File: src/rtl/mem_arbiter_if.sv
// Shared mem_unit encodings and the requester/mem_unit bundle seen by mem_arbiter.
// The arbiter takes the slave modport; the requester/memory side takes master.
package mem_arbiter_pkg;
    localparam int unsigned BYTE_W  = 8;
    localparam int unsigned OWNER_W = 2;

    typedef enum logic [1:0] {
        MEM_NOP   = 2'd0,
        MEM_READ  = 2'd1,
        MEM_WRITE = 2'd2
    } mem_op_e;

    typedef enum logic [1:0] {
        MEM_FROM_ACC    = 2'd0,
        MEM_FROM_ALU    = 2'd1,
        MEM_FROM_LOADER = 2'd2,
        MEM_FROM_CACHE  = 2'd3
    } mem_src_e;

    typedef enum logic [1:0] {
        ADDR_FROM_HEAD   = 2'd0,
        ADDR_FROM_ALU    = 2'd1,
        ADDR_FROM_LOADER = 2'd2,
        ADDR_FROM_CACHE  = 2'd3
    } mem_addr_e;

    typedef logic [OWNER_W-1:0] owner_t;

    localparam owner_t OWN_NONE   = 2'd0;
    localparam owner_t OWN_LOADER = 2'd1;
    localparam owner_t OWN_CORE   = 2'd2;
    localparam owner_t OWN_CACHE  = 2'd3;
endpackage

interface mem_arbiter_if;
    import mem_arbiter_pkg::*;

    logic              loader_req;
    logic              loader_we;
    logic              loader_gnt;
    logic              core_req;
    logic              core_we;
    mem_src_e          core_src;
    mem_addr_e         core_addr;
    logic              core_gnt;
    logic              cache_req;
    logic              cache_we;
    logic              cache_gnt;
    mem_op_e           mem_op;
    mem_src_e          mem_src;
    mem_addr_e         mem_addr;
    logic [BYTE_W-1:0] mem_out;
    logic [BYTE_W-1:0] rd_data;
    logic              rd_valid;
    owner_t            rd_owner;
    logic              busy;

    modport slave (
        input  loader_req, loader_we, core_req, core_we, core_src, core_addr,
               cache_req, cache_we, mem_out,
        output loader_gnt, core_gnt, cache_gnt, mem_op, mem_src, mem_addr,
               rd_data, rd_valid, rd_owner, busy
    );

    modport master (
        output loader_req, loader_we, core_req, core_we, core_src, core_addr,
               cache_req, cache_we, mem_out,
        input  loader_gnt, core_gnt, cache_gnt, mem_op, mem_src, mem_addr,
               rd_data, rd_valid, rd_owner, busy
    );
endinterface

File: src/rtl/mem_arbiter.sv
// Single-beat arbiter in front of mem_unit: loader > core > cache with a core burst
// cap while cache waits; one access in flight, read data returned tagged with owner.
module mem_arbiter
    import mem_arbiter_pkg::*;
#(
    parameter int unsigned READ_LAT   = 1,
    parameter int unsigned CORE_BURST = 4
) (
    input  logic         clk,
    input  logic         reset,
    mem_arbiter_if.slave bus
);

    localparam int unsigned LAT_W   = (READ_LAT > 1) ? $clog2(READ_LAT) : 1;
    localparam int unsigned BURST_W = $clog2(CORE_BURST + 1);

    typedef enum logic [1:0] {
        ST_IDLE    = 2'd0,
        ST_ISSUE   = 2'd1,
        ST_RD_WAIT = 2'd2
    } state_e;

    state_e               state_q;
    logic [LAT_W-1:0]     lat_q;
    logic [BURST_W-1:0]   burst_q;
    logic [BURST_W-1:0]   burst_d;
    owner_t               owner_q;
    logic                 rd_q;
    logic                 loader_gnt_q;
    logic                 core_gnt_q;
    logic                 cache_gnt_q;
    mem_op_e              mem_op_q;
    mem_src_e             mem_src_q;
    mem_addr_e            mem_addr_q;
    logic                 rd_valid_q;
    owner_t               rd_owner_q;
    logic                 busy_q;

    logic                 last_wait_c;
    logic                 arb_en_c;
    logic                 burst_full_c;
    owner_t               win_c;
    logic                 win_we_c;

    // Arbitration: open in IDLE, after a write issue, and in the final read-wait cycle.
    always_comb begin
        last_wait_c  = (state_q == ST_RD_WAIT) && (lat_q == '0);
        arb_en_c     = (state_q == ST_IDLE) || ((state_q == ST_ISSUE) && !rd_q) || last_wait_c;
        burst_full_c = (burst_q == BURST_W'(CORE_BURST));

        win_c = OWN_NONE;
        if (bus.loader_req) begin
            win_c = OWN_LOADER;
        end else if (bus.core_req && !(bus.cache_req && burst_full_c)) begin
            win_c = OWN_CORE;
        end else if (bus.cache_req) begin
            win_c = OWN_CACHE;
        end

        case (win_c)
            OWN_LOADER: win_we_c = bus.loader_we;
            OWN_CORE:   win_we_c = bus.core_we;
            OWN_CACHE:  win_we_c = bus.cache_we;
            default:    win_we_c = 1'b0;
        endcase
    end

    // Core grants are only counted against a waiting cache; any idle cache cycle forgives them.
    always_comb begin
        burst_d = burst_q;
        if (!bus.cache_req) begin
            burst_d = '0;
        end else if (arb_en_c && (win_c == OWN_CACHE)) begin
            burst_d = '0;
        end else if (arb_en_c && (win_c == OWN_CORE) && !burst_full_c) begin
            burst_d = burst_q + BURST_W'(1);
        end
    end

    always_ff @(posedge clk or negedge reset) begin
        if (!reset) begin
            state_q      <= ST_IDLE;
            lat_q        <= '0;
            burst_q      <= '0;
            owner_q      <= OWN_NONE;
            rd_q         <= 1'b0;
            loader_gnt_q <= 1'b0;
            core_gnt_q   <= 1'b0;
            cache_gnt_q  <= 1'b0;
            mem_op_q     <= MEM_NOP;
            mem_src_q    <= MEM_FROM_ACC;
            mem_addr_q   <= ADDR_FROM_HEAD;
            rd_valid_q   <= 1'b0;
            rd_owner_q   <= OWN_NONE;
            busy_q       <= 1'b0;
        end else begin
            loader_gnt_q <= 1'b0;
            core_gnt_q   <= 1'b0;
            cache_gnt_q  <= 1'b0;
            mem_op_q     <= MEM_NOP;
            mem_src_q    <= MEM_FROM_ACC;
            mem_addr_q   <= ADDR_FROM_HEAD;
            rd_valid_q   <= 1'b0;
            rd_owner_q   <= OWN_NONE;
            burst_q      <= burst_d;

            if (arb_en_c) begin
                if (win_c != OWN_NONE) begin
                    state_q  <= ST_ISSUE;
                    busy_q   <= 1'b1;
                    owner_q  <= win_c;
                    rd_q     <= !win_we_c;
                    mem_op_q <= win_we_c ? MEM_WRITE : MEM_READ;
                    case (win_c)
                        OWN_LOADER: begin
                            loader_gnt_q <= 1'b1;
                            mem_src_q    <= MEM_FROM_LOADER;
                            mem_addr_q   <= ADDR_FROM_LOADER;
                        end
                        OWN_CORE: begin
                            core_gnt_q <= 1'b1;
                            mem_src_q  <= bus.core_src;
                            mem_addr_q <= bus.core_addr;
                        end
                        default: begin
                            cache_gnt_q <= 1'b1;
                            mem_src_q   <= MEM_FROM_CACHE;
                            mem_addr_q  <= ADDR_FROM_CACHE;
                        end
                    endcase
                end else begin
                    state_q <= ST_IDLE;
                    busy_q  <= 1'b0;
                end
            end else if (state_q == ST_ISSUE) begin
                // Read issue: rd_valid lands exactly in the last wait cycle.
                state_q <= ST_RD_WAIT;
                busy_q  <= 1'b1;
                lat_q   <= LAT_W'(READ_LAT - 1);
                if (READ_LAT == 1) begin
                    rd_valid_q <= 1'b1;
                    rd_owner_q <= owner_q;
                end
            end else begin
                busy_q <= 1'b1;
                lat_q  <= lat_q - LAT_W'(1);
                if (lat_q == LAT_W'(1)) begin
                    rd_valid_q <= 1'b1;
                    rd_owner_q <= owner_q;
                end
            end
        end
    end

    assign bus.loader_gnt = loader_gnt_q;
    assign bus.core_gnt   = core_gnt_q;
    assign bus.cache_gnt  = cache_gnt_q;
    assign bus.mem_op     = mem_op_q;
    assign bus.mem_src    = mem_src_q;
    assign bus.mem_addr   = mem_addr_q;
    assign bus.rd_valid   = rd_valid_q;
    assign bus.rd_owner   = rd_owner_q;
    assign bus.busy       = busy_q;
    assign bus.rd_data    = bus.mem_out;

endmodule

File: src/flat_wrapper.sv
// flat-port wrapper written by rule: the top's interface ports become plain ports
module mem_arbiter_flat import mem_arbiter_pkg::*;
#(
    parameter int unsigned READ_LAT   = 1,
    parameter int unsigned CORE_BURST = 4
)
  (clk, reset, bus_loader_req, bus_loader_we, bus_core_req, bus_core_we, bus_core_src, bus_core_addr, bus_cache_req, bus_cache_we, bus_mem_out, bus_loader_gnt, bus_core_gnt, bus_cache_gnt, bus_mem_op, bus_mem_src, bus_mem_addr, bus_rd_data, bus_rd_valid, bus_rd_owner, bus_busy);
  mem_arbiter_if bus_i ();
  input  logic clk;
  input  logic reset;
  input wire logic [$bits(bus_i.loader_req)-1:0] bus_loader_req;
  input wire logic [$bits(bus_i.loader_we)-1:0] bus_loader_we;
  input wire logic [$bits(bus_i.core_req)-1:0] bus_core_req;
  input wire logic [$bits(bus_i.core_we)-1:0] bus_core_we;
  input wire logic [$bits(bus_i.core_src)-1:0] bus_core_src;
  input wire logic [$bits(bus_i.core_addr)-1:0] bus_core_addr;
  input wire logic [$bits(bus_i.cache_req)-1:0] bus_cache_req;
  input wire logic [$bits(bus_i.cache_we)-1:0] bus_cache_we;
  input wire logic [$bits(bus_i.mem_out)-1:0] bus_mem_out;
  output wire logic [$bits(bus_i.loader_gnt)-1:0] bus_loader_gnt;
  output wire logic [$bits(bus_i.core_gnt)-1:0] bus_core_gnt;
  output wire logic [$bits(bus_i.cache_gnt)-1:0] bus_cache_gnt;
  output wire logic [$bits(bus_i.mem_op)-1:0] bus_mem_op;
  output wire logic [$bits(bus_i.mem_src)-1:0] bus_mem_src;
  output wire logic [$bits(bus_i.mem_addr)-1:0] bus_mem_addr;
  output wire logic [$bits(bus_i.rd_data)-1:0] bus_rd_data;
  output wire logic [$bits(bus_i.rd_valid)-1:0] bus_rd_valid;
  output wire logic [$bits(bus_i.rd_owner)-1:0] bus_rd_owner;
  output wire logic [$bits(bus_i.busy)-1:0] bus_busy;
  assign bus_i.loader_req = bus_loader_req;
  assign bus_i.loader_we = bus_loader_we;
  assign bus_i.core_req = bus_core_req;
  assign bus_i.core_we = bus_core_we;
  assign bus_i.core_src = bus_core_src;
  assign bus_i.core_addr = bus_core_addr;
  assign bus_i.cache_req = bus_cache_req;
  assign bus_i.cache_we = bus_cache_we;
  assign bus_i.mem_out = bus_mem_out;
  assign bus_loader_gnt = bus_i.loader_gnt;
  assign bus_core_gnt = bus_i.core_gnt;
  assign bus_cache_gnt = bus_i.cache_gnt;
  assign bus_mem_op = bus_i.mem_op;
  assign bus_mem_src = bus_i.mem_src;
  assign bus_mem_addr = bus_i.mem_addr;
  assign bus_rd_data = bus_i.rd_data;
  assign bus_rd_valid = bus_i.rd_valid;
  assign bus_rd_owner = bus_i.rd_owner;
  assign bus_busy = bus_i.busy;
  mem_arbiter #(.READ_LAT(READ_LAT), .CORE_BURST(CORE_BURST)) u_core (.clk(clk), .reset(reset), .bus(bus_i));
endmodule
File: config.mk
export PLATFORM = sky130hd
export DESIGN_NAME = mem_arbiter_flat
export DESIGN_NICKNAME = d
export VERILOG_FILES = /design/src/rtl/mem_arbiter_if.sv /design/src/rtl/mem_arbiter.sv /design/src/flat_wrapper.sv
export SDC_FILE = /design/constraint.sdc
export NUM_CORES = 1
export LEC_CHECK = 0
export CAP_MARGIN = 20
export CORE_MARGIN = 4
export CORE_UTILIZATION = 42
export CTS_CLUSTER_SIZE = 16
export DETAILED_ROUTE_END_ITERATION = 8
export GPL_ROUTABILITY_DRIVEN = 0
export PLACE_DENSITY = 0.78
export REMOVE_ABC_BUFFERS = 1
export SLEW_MARGIN = 15
export SYNTH_ARGS = -nofsm -noshare
export SYNTH_HDL_FRONTEND = slang
export SYNTH_SLANG_ARGS = --single-unit
File: constraint.sdc
create_clock -name clk -period 2.8 [get_ports clk]
set_clock_uncertainty 0.15 [all_clocks]
set_input_delay 0.56 -clock clk [delete_from_list [all_inputs] [get_ports clk]]
set_output_delay 0.56 -clock clk [all_outputs]
set_load 0.02 [all_outputs]
; ---- Word-level counts from Yosys, hierarchy flattened
; Cells that the tools add are included.
[totals]
input_bits = 20
register_bits = 22
[classes]
reduce_logical = 18
eq_ne = 7
addsub = 2
bitwise_logic = 1
n_mux = 37
[ops]
columns = op, n
row1 = 2-bit two-way mux, 15
row2 = 1-bit two-way mux, 16
row3 = 3-bit two-way mux, 3
row4 = 2-bit case mux with 2 select lines, 2
row5 = 1-bit logical AND, 7
row6 = "2-bit equality test, second input constant", 3
row7 = "2-bit by 1-bit equality test with 1-bit output, second input constant", 2
row8 = 1-bit logical NOT, 4
row9 = 2-bit nonzero test, 2
row10 = "3-bit by 1-bit adder with 3-bit output, second input constant", 1
row11 = "3-bit equality test, second input constant", 1
row12 = "3-bit by 1-bit != test with 1-bit output, second input constant", 1
row13 = 1-bit case mux with 3 select lines, 1
row14 = 2-bit logical NOT, 1
row15 = 1-bit logical OR, 2
row16 = 2-bit AND reduction, 1
row17 = 2-bit OR reduction, 1
row18 = 1-bit inverter, 1
row19 = "1-bit subtractor, second input constant", 1

; ---- Depth between registers and ports, before layout
[logic_depth]
depth_word = 12
mapped_depth = 9

; ---- Worst setup path before layout
; Ideal clock, no wire load.
[synth_path]
path_type = register to register
from = reg u_core.burst_q[0]
to = reg u_core.burst_q[1]
slack_ps = 574
stages_incl_launch_ff = 10
t_required_ps = 2512
arrival_ps = 1938
synth_period_minus_slack_ps = 2226
n_path_buf = 1
path_cell_list = dfrtp_1 > inv_1 > ha_1 > a21bo_2 > a21oi_1 > ha_1 > clkbuf_1 > a21bo_2 > o31ai_1 > a21oi_1
[synth_via]
elab_chain_len = 10
word_cells_on_any_way = 17
classes_between = add/sub (1) / eq/ne (4) / mux (5) / reduce/logical (7)
[synth_lines]
columns = item, line
row1 = start: declaration, mem_arbiter.sv:25  ; logic [BURST_W-1:0] burst_q;
row2 = start signal: assignment, mem_arbiter.sv:105  ; burst_q <= burst_d;
row3 = 3-bit equality test, mem_arbiter.sv:49  ; burst_full_c = (burst_q == BURST_W'(CORE_BURST));
row4 = 1-bit logical AND, mem_arbiter.sv:54  ; end else if (bus.core_req && !(bus.cache_req && burst_full_c)) begin
row5 = 1-bit logical NOT, mem_arbiter.sv:54
row6 = 1-bit logical AND, mem_arbiter.sv:54
row7 = 2-bit two-way mux, mem_arbiter.sv:54
row8 = 2-bit two-way mux, mem_arbiter.sv:52  ; if (bus.loader_req) begin
row9 = 2-bit equality test (on tied branches), "mem_arbiter.sv:75, mem_arbiter.sv:73"
row10 = 1-bit logical AND (on tied branches), "mem_arbiter.sv:75, mem_arbiter.sv:73"
row11 = 1-bit logical AND / 3-bit two-way mux (equally long branches), "mem_arbiter.sv:75, mem_arbiter.sv:73"
row12 = 3-bit by 1-bit != test with 1-bit output (no source line) / 3-bit two-way mux (equally long branches), --
; Parallel ways exist; a longest one is shown, timed or not. The select of a mux whose other input is x is not followed.
; A chain may end at the register's enable or synchronous reset.

; ---- Worst setup path in the final report
[layout_path]
from = in bus_core_req
to = reg u_core.rd_q
[layout_via]
elab_chain_len = 6
word_cells_on_any_way = 10
classes_between = eq/ne (3) / mux (3) / reduce/logical (4)
[layout_lines]
columns = item, line
row1 = start: declaration, flat_wrapper.sv:13  ; input wire logic [$bits(bus_i.core_req)-1:0] bus_core_req;
row2 = 1-bit logical AND *, mem_arbiter.sv:54
row3 = 2-bit two-way mux *, mem_arbiter.sv:54
row4 = 2-bit two-way mux *, mem_arbiter.sv:52
row5 = via u_core.win_c[0], mem_arbiter.sv:42  ; owner_t win_c;
row6 = 2-bit equality test / 2-bit by 1-bit equality test with 1-bit output (equally long branches), mem_arbiter.sv:60  ; case (win_c)
row7 = 1-bit case mux with 3 select lines, mem_arbiter.sv:60
row8 = 1-bit logical NOT, mem_arbiter.sv:112  ; rd_q <= !win_we_c;
row9 = end signal: assignment, mem_arbiter.sv:112
row10 = end: declaration, mem_arbiter.sv:28  ; logic rd_q;
; Mark *: on every way through the listed nets, which the timed path passes. The rest lies on a longest branch.

==> impl_metrics.ini <==
[global_route]
grt_pass1_vias = 778
grt_max_degree = 23
grt_use_total_pct = 13.4
grt_pass1_wl_um = 3420
gr-total-overflow = 0
grt_antenna_before_repair = 0

[run_status]
outcome = finished clean

[placement]
hpwl_um = 1570
place_ws_ns = 0.0356
placed_cell_area_um2 = 1260
io_buffers = 24
dp.cells = 137

[clocking]
cts_tree = yes
cts_resized = 0
cts_root_buf = clkbuf_4
cts_setup_buffers = 0
clk_pin_slew_ns = 0.11
cts_buffers = 3
htree_levels = 1
ctsHoldBuffers = 0
cts.sinks = 22
clockBufferDepth = 2
clock_latency_ns = 0.30

[detailed_routing]
vias_per_cell = 5.25
num_vias = 735
drt-total-wl_um = 1990
drtAntennaViolNets = 0
drt_iter0_drc = 10
wl_per_cell_um = 14.2
firstDrtPassIters = 4
drc = 0

[floorplanning]
die_h_um = 57.7
io_pins = 41
start_util_pct = 45.5
core-area_um2 = 2280
rows = 17
die_w_um = 57.7
dieArea_um2 = 3330

[final_layout]
design_area_um2 = 1280
antenna-diode-count = 0
layout.area.seq_um2 = 551
fillers = 210
nets = 140
final_cells = 140
fin_util_pct = 56.3
multi_input_area_um2 = 388
drive_above_1_share_pct = 10.7
area_growth_pct = 23.7

[power_and_ir_drop]
cellPowerDensity_nw_per_um2 = 908
power.share.sequential_pct = 42.0
p_comb_share_pct = 46.3
p_sw_uw = 423
power_switching_share_pct = 36.4
ir_drop_v = 0.000479
p_int_uw = 740
clkPwrFrac_pct = 11.7
power.leakage_nw = 0.589

[setup_path]
startpoint_type = primary input
endpoint_kind = flip-flop
r2r_cells = 8
path_cells = clkdlybuf4s50_1, a21bo_2, a21oi_1, inv_1, ha_1, a222oi_1, mux2_4
reg2reg_from = u_core.burst_q[0]
r2r-end = u_core.rd_q
worst-path-max-fanout = 3
critPathSlowestCell = clkdlybuf4s50_1
r2r_slack_ns = 0.38
max_stage_delay_ns = 0.47
worstSetupPathType = in -> reg
cp_top_family = compound AO/OA/AOI/OAI gates
crit_buf_inv = 2
worst_ep_required_time_ns = 2.89
crit_arrival_ns = 2.56

[yosys]
yosysSeqAreaShare_pct = 53.1
synth.area.top_cells = dfrtp_1 (53%), ha_1 (7.2%), buf_4 (5.8%)
synth_area_um2 = 1040
synth_commonest_cells = dfrtp_1 (22), buf_4 (8), a21oi_1 (7)
yosys_warnings = 0
yosysTopAreaCell = dfrtp_1
synth_top_area_share_pct = 53.1
synth-main-ff-cell = dfrtp_1
ys_seq_elements = 22
synth-edff-count = 0
syn_avg_cell_area_um2 = 11.3
synth.distinct_cells = 26
synth_most_common_cell = dfrtp_1
synth_cells = 92
ys_async_sr_fraction_pct = 100

[sta]
rsz0062_at_grt = false
min_period_ns = 2.47
setup_viol = 0
period_share_pct = 88.1
relSlewSlack_pct = 64.0
slew_viol_final = 0
setup_slack_ns = 0.332
max_freq_mhz = 405
fin_setup_tns_ns = 0
tightest_slew_ns = 0.540
hold_viol_final = 0

[run]
max_cap_viol_count = 0

[min_path]
hp-start = u_core.owner_q[1]
hold_path_class = reg -> reg
min_to = u_core.bus.rd_owner[1]
holdPathStages = 1
-- power by group through the flow --
stage | Clock (mW) | Combinational, mW | Sequential [mW]
floorplan | 0 | 0.230 | 0.572
global route | 0.157 | 0.587 | 0.506
detailed placement | 0 | 0.543 | 0.495
CTS | 0.143 | 0.547 | 0.490
global placement | 0 | 0.535 | 0.489
finish | 0.136 | 0.538 | 0.488
-- placed cells by master (no fill, tap or decap), drive strengths merged, types with 2 or more instances in the layout --
cell type	n
nand4	2
dfrtp	22
o21a	2
clkdlybuf4s50	24
buf	3
inv	6
and3	2
mux2	3
nor2	6
clkbuf	3
a21bo	2
nor2b	5
ha	6
a21oi	7
o31ai	3
nand2	6
-- area by class of cell --
type | instances | area share [%]
well taps | 28 | 2.73
flip-flops and latches | 22 | 43.0
multi-input cells | 54 | 30.3
repair buffers | 27 | 20.5
inverters | 6 | 1.76
clock buffers | 3 | 1.76
-- per-stage QoR --
step                      hold WS, ns  total power, mW
final                           0.359             1.16
after floorplan                 0.114            0.802
after global routing            0.397             1.25
after CTS                       0.371             1.18
after detailed placement        0.346             1.04
after global placement          0.343             1.02
-- sequential cells by signal (all words and copies together) (netlist names) --
name	cells
u_core.rd_q	1
u_core.bus.loader_gnt	1
u_core.bus.mem_src	2
u_core.bus.rd_valid	1
u_core.bus.mem_addr	2
u_core.owner_q	2
u_core.bus.cache_gnt	1
u_core.burst_q	3
u_core.bus.core_gnt	1
u_core.state_q	2
u_core.lat_q	1
u_core.bus.mem_op	2
u_core.bus.busy	1
u_core.bus.rd_owner	2
-- per-layer routing --
layer	wire, um	GRT usage [%]	share of wire, %
met5	0	0	0
met3	210	6.24	11
met2	913	21.5	46
met4	8	4.97	0.40
met1	853	15.7	43
-- cell families (layout without fill, tap and decap cells) --
group,after synthesis,in the layout,synth area share [%]
DFF,22,22,53.1
AOI/OAI and AO/OA,19,19,12.8
and+or+nand+nor,25,25,12.1
adders and majority gates,6,6,7.25
buffers and inverters,16,36,9.42
muxes,4,4,5.31
-- how the worst max path moves through the flow --
| stage | from | to | cells after the start | slack (ns) |
|---|---|---|---|---|
| after global placement | bus_core_req | u_core.rd_q | 7 | 0.11 |
| after CTS | bus_core_req | u_core.rd_q | 7 | 0.35 |
| after floorplan | bus_cache_req | u_core.rd_q | 5 | 0.62 |
| after global routing | u_core.burst_q[0] | u_core.rd_q | 8 | 0.19 |
| after detailed placement | bus_core_req | u_core.rd_q | 7 | 0.04 |
| final | bus_core_req | u_core.rd_q | 7 | 0.33 |
(Power assumes the default switching activity.)
